<file path="src/rtl/fetch_unit_pkg.sv">
// Shared types and constants for the dual-issue fetch stage.
package fetch_unit_pkg;
  localparam int PC_W    = 8;
  localparam int INSTR_W = 32;
  localparam int OPC_MSB = 31;
  localparam int OPC_LSB = 26;

  localparam logic [PC_W-1:0]    RESET_PC_DEF = 8'h00;
  localparam logic [5:0]         HALT_OPC_DEF = 6'h3F;
  localparam logic [INSTR_W-1:0] NOP_INSTR    = '0;

  typedef enum logic [1:0] {
    ST_BOOT = 2'd0,
    ST_RUN  = 2'd1,
    ST_HALT = 2'd2
  } fetch_state_e;

  function automatic logic [5:0] opcode(input logic [INSTR_W-1:0] instr);
    return instr[OPC_MSB:OPC_LSB];
  endfunction
endpackage

</file>
<file path="src/rtl/fetch_unit_if.sv">
// Fetch-stage bus: control in from decode/execute, imem read ports, IF/ID outputs.
interface fetch_unit_if;
  import fetch_unit_pkg::*;

  logic               stall;
  logic               redirect;
  logic [PC_W-1:0]    redirect_pc;
  logic [PC_W-1:0]    imem_addr1;
  logic [PC_W-1:0]    imem_addr2;
  logic [INSTR_W-1:0] imem_data1;
  logic [INSTR_W-1:0] imem_data2;
  logic [PC_W-1:0]    pc_out;
  logic [INSTR_W-1:0] instruction1;
  logic [INSTR_W-1:0] instruction2;
  logic               flush_out;
  logic               halted;

  modport master (
    input  stall, redirect, redirect_pc, imem_data1, imem_data2,
    output imem_addr1, imem_addr2, pc_out, instruction1, instruction2, flush_out, halted
  );

  modport slave (
    output stall, redirect, redirect_pc, imem_data1, imem_data2,
    input  imem_addr1, imem_addr2, pc_out, instruction1, instruction2, flush_out, halted
  );
endinterface

</file>
<file path="src/rtl/fetch_unit_pc_next_logic.sv">
// Next-PC priority mux with wrap-around adders; purely combinational.
module fetch_unit_pc_next_logic
  import fetch_unit_pkg::*;
(
  input  fetch_state_e    state,
  input  logic [PC_W-1:0] pc,
  input  logic            redirect,
  input  logic [PC_W-1:0] redirect_pc,
  input  logic            stall,
  input  logic            halt1,
  input  logic            halt2,
  output logic [PC_W-1:0] pc_inc1,
  output logic [PC_W-1:0] pc_d
);
  logic [PC_W-1:0] pc_inc2;

  // Adds truncate to PC_W bits, giving mod-2^PC_W wrap for free.
  assign pc_inc1 = pc + PC_W'(1);
  assign pc_inc2 = pc + PC_W'(2);

  always_comb begin
    pc_d = pc;
    unique case (state)
      ST_BOOT: if (redirect) pc_d = redirect_pc;
      ST_RUN: begin
        if (redirect)   pc_d = redirect_pc;
        else if (stall) pc_d = pc;
        else if (halt1) pc_d = pc;
        else if (halt2) pc_d = pc_inc1;
        else            pc_d = pc_inc2;
      end
      ST_HALT: if (redirect) pc_d = redirect_pc;
      default: pc_d = pc;
    endcase
  end
endmodule

</file>
<file path="src/rtl/fetch_unit.sv">
// Dual-issue fetch: owns PC and BOOT/RUN/HALT FSM, feeds the IF/ID register.
module fetch_unit
  import fetch_unit_pkg::*;
#(
  parameter logic [PC_W-1:0] RESET_PC = RESET_PC_DEF,
  parameter logic [5:0]      HALT_OPC = HALT_OPC_DEF
) (
  input logic          clk,
  input logic          reset,
  fetch_unit_if.master bus
);
  fetch_state_e    state_q, state_d;
  logic [PC_W-1:0] pc_q, pc_d, pc_inc1;
  logic            halted_q, halted_d;
  logic            halt1, halt2, issue;

  assign halt1 = (opcode(bus.imem_data1) == HALT_OPC);
  assign halt2 = (opcode(bus.imem_data2) == HALT_OPC);
  assign issue = (state_q == ST_RUN) && !bus.redirect;

  fetch_unit_pc_next_logic u_pc_next_logic (
    .state       (state_q),
    .pc          (pc_q),
    .redirect    (bus.redirect),
    .redirect_pc (bus.redirect_pc),
    .stall       (bus.stall),
    .halt1       (halt1),
    .halt2       (halt2),
    .pc_inc1     (pc_inc1),
    .pc_d        (pc_d)
  );

  always_comb begin
    state_d = state_q;
    unique case (state_q)
      ST_BOOT: state_d = ST_RUN;
      ST_RUN:  if (!bus.redirect && !bus.stall && (halt1 || halt2)) state_d = ST_HALT;
      ST_HALT: if (bus.redirect) state_d = ST_RUN;
      default: state_d = ST_BOOT;
    endcase
    halted_d = (state_d == ST_HALT);
  end

  always_ff @(posedge clk) begin
    if (reset) begin
      pc_q     <= RESET_PC;
      state_q  <= ST_BOOT;
      halted_q <= 1'b0;
    end else begin
      pc_q     <= pc_d;
      state_q  <= state_d;
      halted_q <= halted_d;
    end
  end

  assign bus.imem_addr1   = pc_q;
  assign bus.imem_addr2   = pc_inc1;
  assign bus.pc_out       = pc_q;
  assign bus.flush_out    = bus.redirect;
  assign bus.halted       = halted_q;
  // A slot-1 HALT kills the younger slot-2 instruction in the same pair.
  assign bus.instruction1 = issue ? bus.imem_data1 : NOP_INSTR;
  assign bus.instruction2 = (issue && !halt1) ? bus.imem_data2 : NOP_INSTR;
endmodule

</file>
<file path="src/flat_wrapper.sv">
// flat-port wrapper written by rule: the top's interface ports become plain ports
module fetch_unit_flat import fetch_unit_pkg::*;
#(
  parameter logic [PC_W-1:0] RESET_PC = RESET_PC_DEF,
  parameter logic [5:0]      HALT_OPC = HALT_OPC_DEF
)
  (clk, reset, bus_stall, bus_redirect, bus_redirect_pc, bus_imem_data1, bus_imem_data2, bus_imem_addr1, bus_imem_addr2, bus_pc_out, bus_instruction1, bus_instruction2, bus_flush_out, bus_halted);
  fetch_unit_if bus_i ();
  input logic clk;
  input logic reset;
  input wire logic [$bits(bus_i.stall)-1:0] bus_stall;
  input wire logic [$bits(bus_i.redirect)-1:0] bus_redirect;
  input wire logic [$bits(bus_i.redirect_pc)-1:0] bus_redirect_pc;
  input wire logic [$bits(bus_i.imem_data1)-1:0] bus_imem_data1;
  input wire logic [$bits(bus_i.imem_data2)-1:0] bus_imem_data2;
  output wire logic [$bits(bus_i.imem_addr1)-1:0] bus_imem_addr1;
  output wire logic [$bits(bus_i.imem_addr2)-1:0] bus_imem_addr2;
  output wire logic [$bits(bus_i.pc_out)-1:0] bus_pc_out;
  output wire logic [$bits(bus_i.instruction1)-1:0] bus_instruction1;
  output wire logic [$bits(bus_i.instruction2)-1:0] bus_instruction2;
  output wire logic [$bits(bus_i.flush_out)-1:0] bus_flush_out;
  output wire logic [$bits(bus_i.halted)-1:0] bus_halted;
  assign bus_i.stall = bus_stall;
  assign bus_i.redirect = bus_redirect;
  assign bus_i.redirect_pc = bus_redirect_pc;
  assign bus_i.imem_data1 = bus_imem_data1;
  assign bus_i.imem_data2 = bus_imem_data2;
  assign bus_imem_addr1 = bus_i.imem_addr1;
  assign bus_imem_addr2 = bus_i.imem_addr2;
  assign bus_pc_out = bus_i.pc_out;
  assign bus_instruction1 = bus_i.instruction1;
  assign bus_instruction2 = bus_i.instruction2;
  assign bus_flush_out = bus_i.flush_out;
  assign bus_halted = bus_i.halted;
  fetch_unit #(.RESET_PC(RESET_PC), .HALT_OPC(HALT_OPC)) u_core (.clk(clk), .reset(reset), .bus(bus_i));
endmodule
</file>
<file path="config.mk">
export PLATFORM = sky130hd
export DESIGN_NAME = fetch_unit_flat
export DESIGN_NICKNAME = d
export VERILOG_FILES = /design/src/rtl/fetch_unit_pkg.sv /design/src/rtl/fetch_unit_if.sv /design/src/rtl/fetch_unit_pc_next_logic.sv /design/src/rtl/fetch_unit.sv /design/src/flat_wrapper.sv
export SDC_FILE = /design/constraint.sdc
export NUM_CORES = 1
export LEC_CHECK = 0
export ABC_AREA = 1
export CORE_ASPECT_RATIO = 0.8
export CORE_MARGIN = 10
export CORE_UTILIZATION = 34
export DETAILED_ROUTE_END_ITERATION = 6
export GPL_TIMING_DRIVEN = 0
export PLACE_DENSITY = 0.92
export SLEW_MARGIN = 20
export SYNTH_ARGS = -nofsm -noshare
export SYNTH_HDL_FRONTEND = slang
export SYNTH_HIERARCHICAL = 1
export SYNTH_SLANG_ARGS = --single-unit
</file>
<file path="constraint.sdc">
create_clock -name clk -period 2.5 [get_ports clk]
set_input_delay 0.5 -clock clk [delete_from_list [all_inputs] [get_ports clk]]
set_output_delay 0.5 -clock clk [all_outputs]
set_load 0.005 [all_outputs]
</file>
* After elaboration in Yosys (flattened, before gate mapping) *
Index checks and enable logic that the tools add are counted.

operators by class
  add/sub/neg operators = 2
  equality and inequality tests = 8
  multiplexer cells = 11
  reductions and logical operators = 12

operators by type and width
  cell                 number
  $mux 32              2
  $mux 8               5
  $pmux 8 s2           1
  $eq 6x6->1 const B   2
  $add 8x1->8 const B  1
  $add 8x2->8 const B  1
  $ne 3x3->1 const B   2
  $pmux 2 s3           1
  $eq 2x2->1 const B   2
  $logic_and 1x1->1    4
  $mux 2               2
  $reduce_and 4->1     1
  $logic_not 1->1      3
  $eq 2x1->1 const B   1
  $logic_not 2->1      1
  $ne 2x1->1 const B   1
  $reduce_bool 2->1    1
  $reduce_or 2->1      1
  $logic_or 1x1->1     1

storage, ports and cells
  logic and storage cells = 36
  register bits = 11

* Longest topological paths before layout *
Gate-level depths: netlist of run 1.

  depth after elaboration = 6
  depth in mapped cells = 14

* Modules after synthesis *
Netlist of run 1, hierarchy kept.

by module, submodules not included
  module                    cells an instance  times used  area an instance (sq um)
  fetch_unit                201                1           1,057.3
  fetch_unit_pc_next_logic  146                1           706.9

* Worst setup path before layout of run 1 *
Ideal clock, no wire load.

  path type = register to output
  start = reg u_core.pc_q[1] (netlist: u_core/bus.imem_addr1[1])
  end = out bus_imem_addr2[6]
  path slack = 0.906 ns
  stages on the path, launching flop included = 5
  data required time = 2.000 ns
  arrival = 1.094 ns
  path through = dfxtp_1 ha_1 nand3_1 o21ai_1 and2_1

between the ends
  word-level cells in the longest chain between the ends = 1

RTL lines
  what                      RTL line                        RTL
  start: declaration        fetch_unit.sv:13                logic [PC_W-1:0] pc_q, pc_d, pc_inc1;
  start signal: assignment  fetch_unit.sv:50                pc_q <= pc_d;
  $add 8x1->8               fetch_unit_pc_next_logic.sv:18  assign pc_inc1 = pc + PC_W'(1);
  end: declaration          flat_wrapper.sv:17              output wire logic [$bits(bus_i.imem_addr2)-1:0] bus_imem_addr2;

Every way passes these cells.

* Final worst setup path of run 1 *
Same ends and word-level chain as after synthesis.

==> results_dict.tcl, run 1 <==
set metrics [dict create \
    status "finished, final reports clean" \
    rr_startpoint "u_core/bus.imem_addr1[1]" \
    clock_sinks 11 \
    numCtsBuffers 3 \
    cpPeakStageDelay_ps 500 \
    grt_pass1_vias 2597 \
    design_area_mm2 0.003553 \
    die_w_um 100.5 \
    r2r_cells 10 \
    syn-num-nets 426 \
    syn_area_per_cell_um2 5.084 \
    cp_max_fo 9 \
    cp_cell_sequence "ha_1 -> nand3_1 -> o21ai_1 -> and2_1 -> clkdlybuf4s50_1" \
    hpwlAfterDp_um 7197 \
    final_common_cell "clkdlybuf4s50_1" \
    clkTransAtPathRegs_ps 50 \
    ys_types 26 \
    clock_latency_ps 240 \
    worst_pin_slew_ps 512.0 \
    syn_to_final_growth_pct 101.4 \
    skew_ps 1.549 \
    start_util 0.3523 \
    drt_iter0_drc 203 \
    antenna_found_initial 0 \
    groute.usage.overall 0.1886 \
    core_mm2 0.005007 \
    hold_buffers 0 \
    vias 2638 \
    drive_above_1_share 0.1115 \
    root_buffer "clkbuf_8" \
    p_comb_frac 0.552 \
    io-pin-count 166 \
    grt_pass1_wl_um 13370 \
    drt-total-wl_um 8449 \
    mostFrequentLayoutCells "132 x clkdlybuf4s50_1, 98 x inv_1, 77 x nor2_1, 55 x nand2_1, 27 x dlygate4sd2_1" \
    antenna_left 0 \
    clockBufferDepth 2 \
    crit_type "flop to output pin" \
    arrival_ps 1920 \
    cp-end-kind "output pin" \
    fin_crit_sh 0.9673 \
    cts_tree "built" \
    num_rows 23 \
    synth_area_mm2 0.001764 \
    die_h_um 84.43 \
    power.density_mw_per_mm2 246.4 \
    die_area_mm2 0.008488 \
    overflow 0 \
    drv_slew 0 \
    pwr-share-clk 0.210 \
    critPathLaunchType "flop" \
    r2r_slack_ps 1030 \
    grt_max_degree 12 \
    synth_edf_count 0 \
    intPower_mw 0.5879 \
    finalPower_mw 0.8756 \
    dpl_cell_area_mm2 0.003493 \
    layout.cells.non_filler 582 \
    hold_class "flop to flop" \
    setup_viol 0 \
    r2r_end "u_core/bus.imem_addr1[2]" \
    leakagePower_nw 2.005 \
    worst_ep_required_time_ps 2000 \
    via_per_inst 4.533 \
    maxSlewHeadroom 0.6587 \
    hp-start "u_core/state_q[1]" \
    swShare 0.3285 \
    async_flop_share 0 \
    portBuffers 165 \
    drc_errors 0 \
    wl_per_cell_um 14.52 \
    fmax_ghz 0.4135 \
    dr.pass1.iters 5 \
    min_period_ps 2418 \
    peakVddDrop_v 0.0001830 \
    h-tree-depth 1 \
    synth-seq-cells 11 \
    hold_depth 2 \
    holdPathEnd "u_core/bus.halted" \
    gp_congestion 0.9078 \
    yosys_warnings 6 \
    hold_violations 0 \
    placedCellCount 574 \
    power.switching_mw 0.2877 \
    crit_slowest_cell "clkdlybuf4s50_1" \
    postSynthCellCount 347 \
    max-cap-violations 0 \
    synthFlopType "dfxtp_1" \
    post-route-util 0.7096 \
    n_antenna_cell 0 \
    power_frac_seq 0.239 \
    seq_area_frac_synth 0.1248 \
    nets 600 \
]
state kept, by name (all words and copies together) (netlist names):
name	count
u_core/bus.imem_addr1	8
u_core/state_q	2
u_core/bus.halted	1
what timing repair did:
action / 4_1_cts / 5_1_grt
buffers inserted: 3 / 2
resized for setup: 31 / 10
pin swaps: 1 / 1
endpoints found under the setup margin: 65 / 49
worst max-delay path by stage:
stage          slack, ps                   end                     start
2_1_floorplan        910     bus_imem_addr2[6]  u_core/bus.imem_addr1[1]
3_3_place_gp        -280  bus_instruction1[17]              bus_redirect
3_5_place_dp        -330  bus_instruction1[20]              bus_redirect
4_1_cts                6   bus_instruction2[2]        bus_imem_data1[29]
5_1_grt               -2  bus_instruction2[24]        bus_imem_data1[27]
6_report              80     bus_imem_addr2[6]  u_core/bus.imem_addr1[1]
metal layers:
| layer | share of wire | global-route usage |
|---|---|---|
| met5 | 0 | 0 |
| met3 | 0.12 | 0.07617 |
| met1 | 0.35 | 0.1823 |
| met4 | 0.017 | 0.03718 |
| met2 | 0.52 | 0.3641 |
cells in the mapped netlist, types with 3 or more instances:
| library cell | number | share of area |
|---|---|---|
| a21oi_1 | 5 | 0.014 |
| buf_4 | 12 | 0.051 |
| buf_6 | 5 | 0.032 |
| dfxtp_1 | 11 | 0.12 |
| ha_1 | 3 | 0.021 |
| inv_1 | 99 | 0.21 |
| inv_2 | 5 | 0.011 |
| nand2_1 | 55 | 0.12 |
| nand2_2 | 7 | 0.025 |
| nand3_1 | 23 | 0.065 |
| nor2_1 | 78 | 0.17 |
| nor2_2 | 10 | 0.035 |
| nor2_4 | 3 | 0.019 |
| o21ai_0 | 6 | 0.017 |
| o21ai_1 | 8 | 0.023 |
| o22ai_1 | 4 | 0.014 |
kinds of logic after synthesis:
group / Yosys count / share of synthesized area
AO/OA/AOI/OAI: 23 / 0.06808
XOR/XNOR: 2 / 0.009931
adder cells (fa/ha/maj): 3 / 0.02128
buffers and inverters: 123 / 0.3085
flip-flops: 11 / 0.1248
AND/OR/NAND/NOR: 185 / 0.4674
critical path, delay by kind of cell, from the launching register on:
family                     cells  cell delay [ps]
AOI/OAI and AO/OA              1              200
adders and majority gates      1              250
buffers and inverters          1              500
DFF                            1              430
and+or+nand+nor                2              290
stage by stage:
step,hold WS (ps),setup TNS [ps],setup slack [ps]
4_1_cts,590.8,0,5.655
6_report,597.9,0,81.82
2_1_floorplan,548.9,0,905.6
3_5_place_dp,581.8,-16170,-331.7
3_3_place_gp,578.6,-14740,-278.1
5_1_grt,658.7,-1.667,-1.667
final cells by class:
cell class	count	area [µm²]
Multi-Input combinational cell	213	1002
Fill cell	407	1454
Timing Repair Buffer	169	1655
Clock buffer	3	41.29
Inverter	105	394.1
Tap cell	62	77.57
Clock inverter	1	5.005
Buffer	18	153.9
Sequential cell	11	224.0
power by group through the flow:
| stage | logic (mW) | registers, mW | clock network, mW |
|---|---|---|---|
| after CTS | 0.485 | 0.208 | 0.188 |
| after global routing | 0.534 | 0.211 | 0.192 |
| final | 0.483 | 0.209 | 0.184 |
| after global placement | 0.479 | 0.210 | 0 |
| after floorplan | 0.188 | 0.206 | 0 |
| after detailed placement | 0.491 | 0.211 | 0 |
Power figures use the tool's default switching activity.
==> run 2: changes to the inputs <==
--- a/config.mk
+++ b/config.mk
@@ -6,6 +6,7 @@
 export NUM_CORES = 1
 export LEC_CHECK = 0
 export ABC_AREA = 1
+export CAP_MARGIN = 10
 export CORE_ASPECT_RATIO = 0.8
 export CORE_MARGIN = 10
 export CORE_UTILIZATION = 34
==> results of run 2 <==
The final DEF is identical to that of run 1; final timing and power are the same.
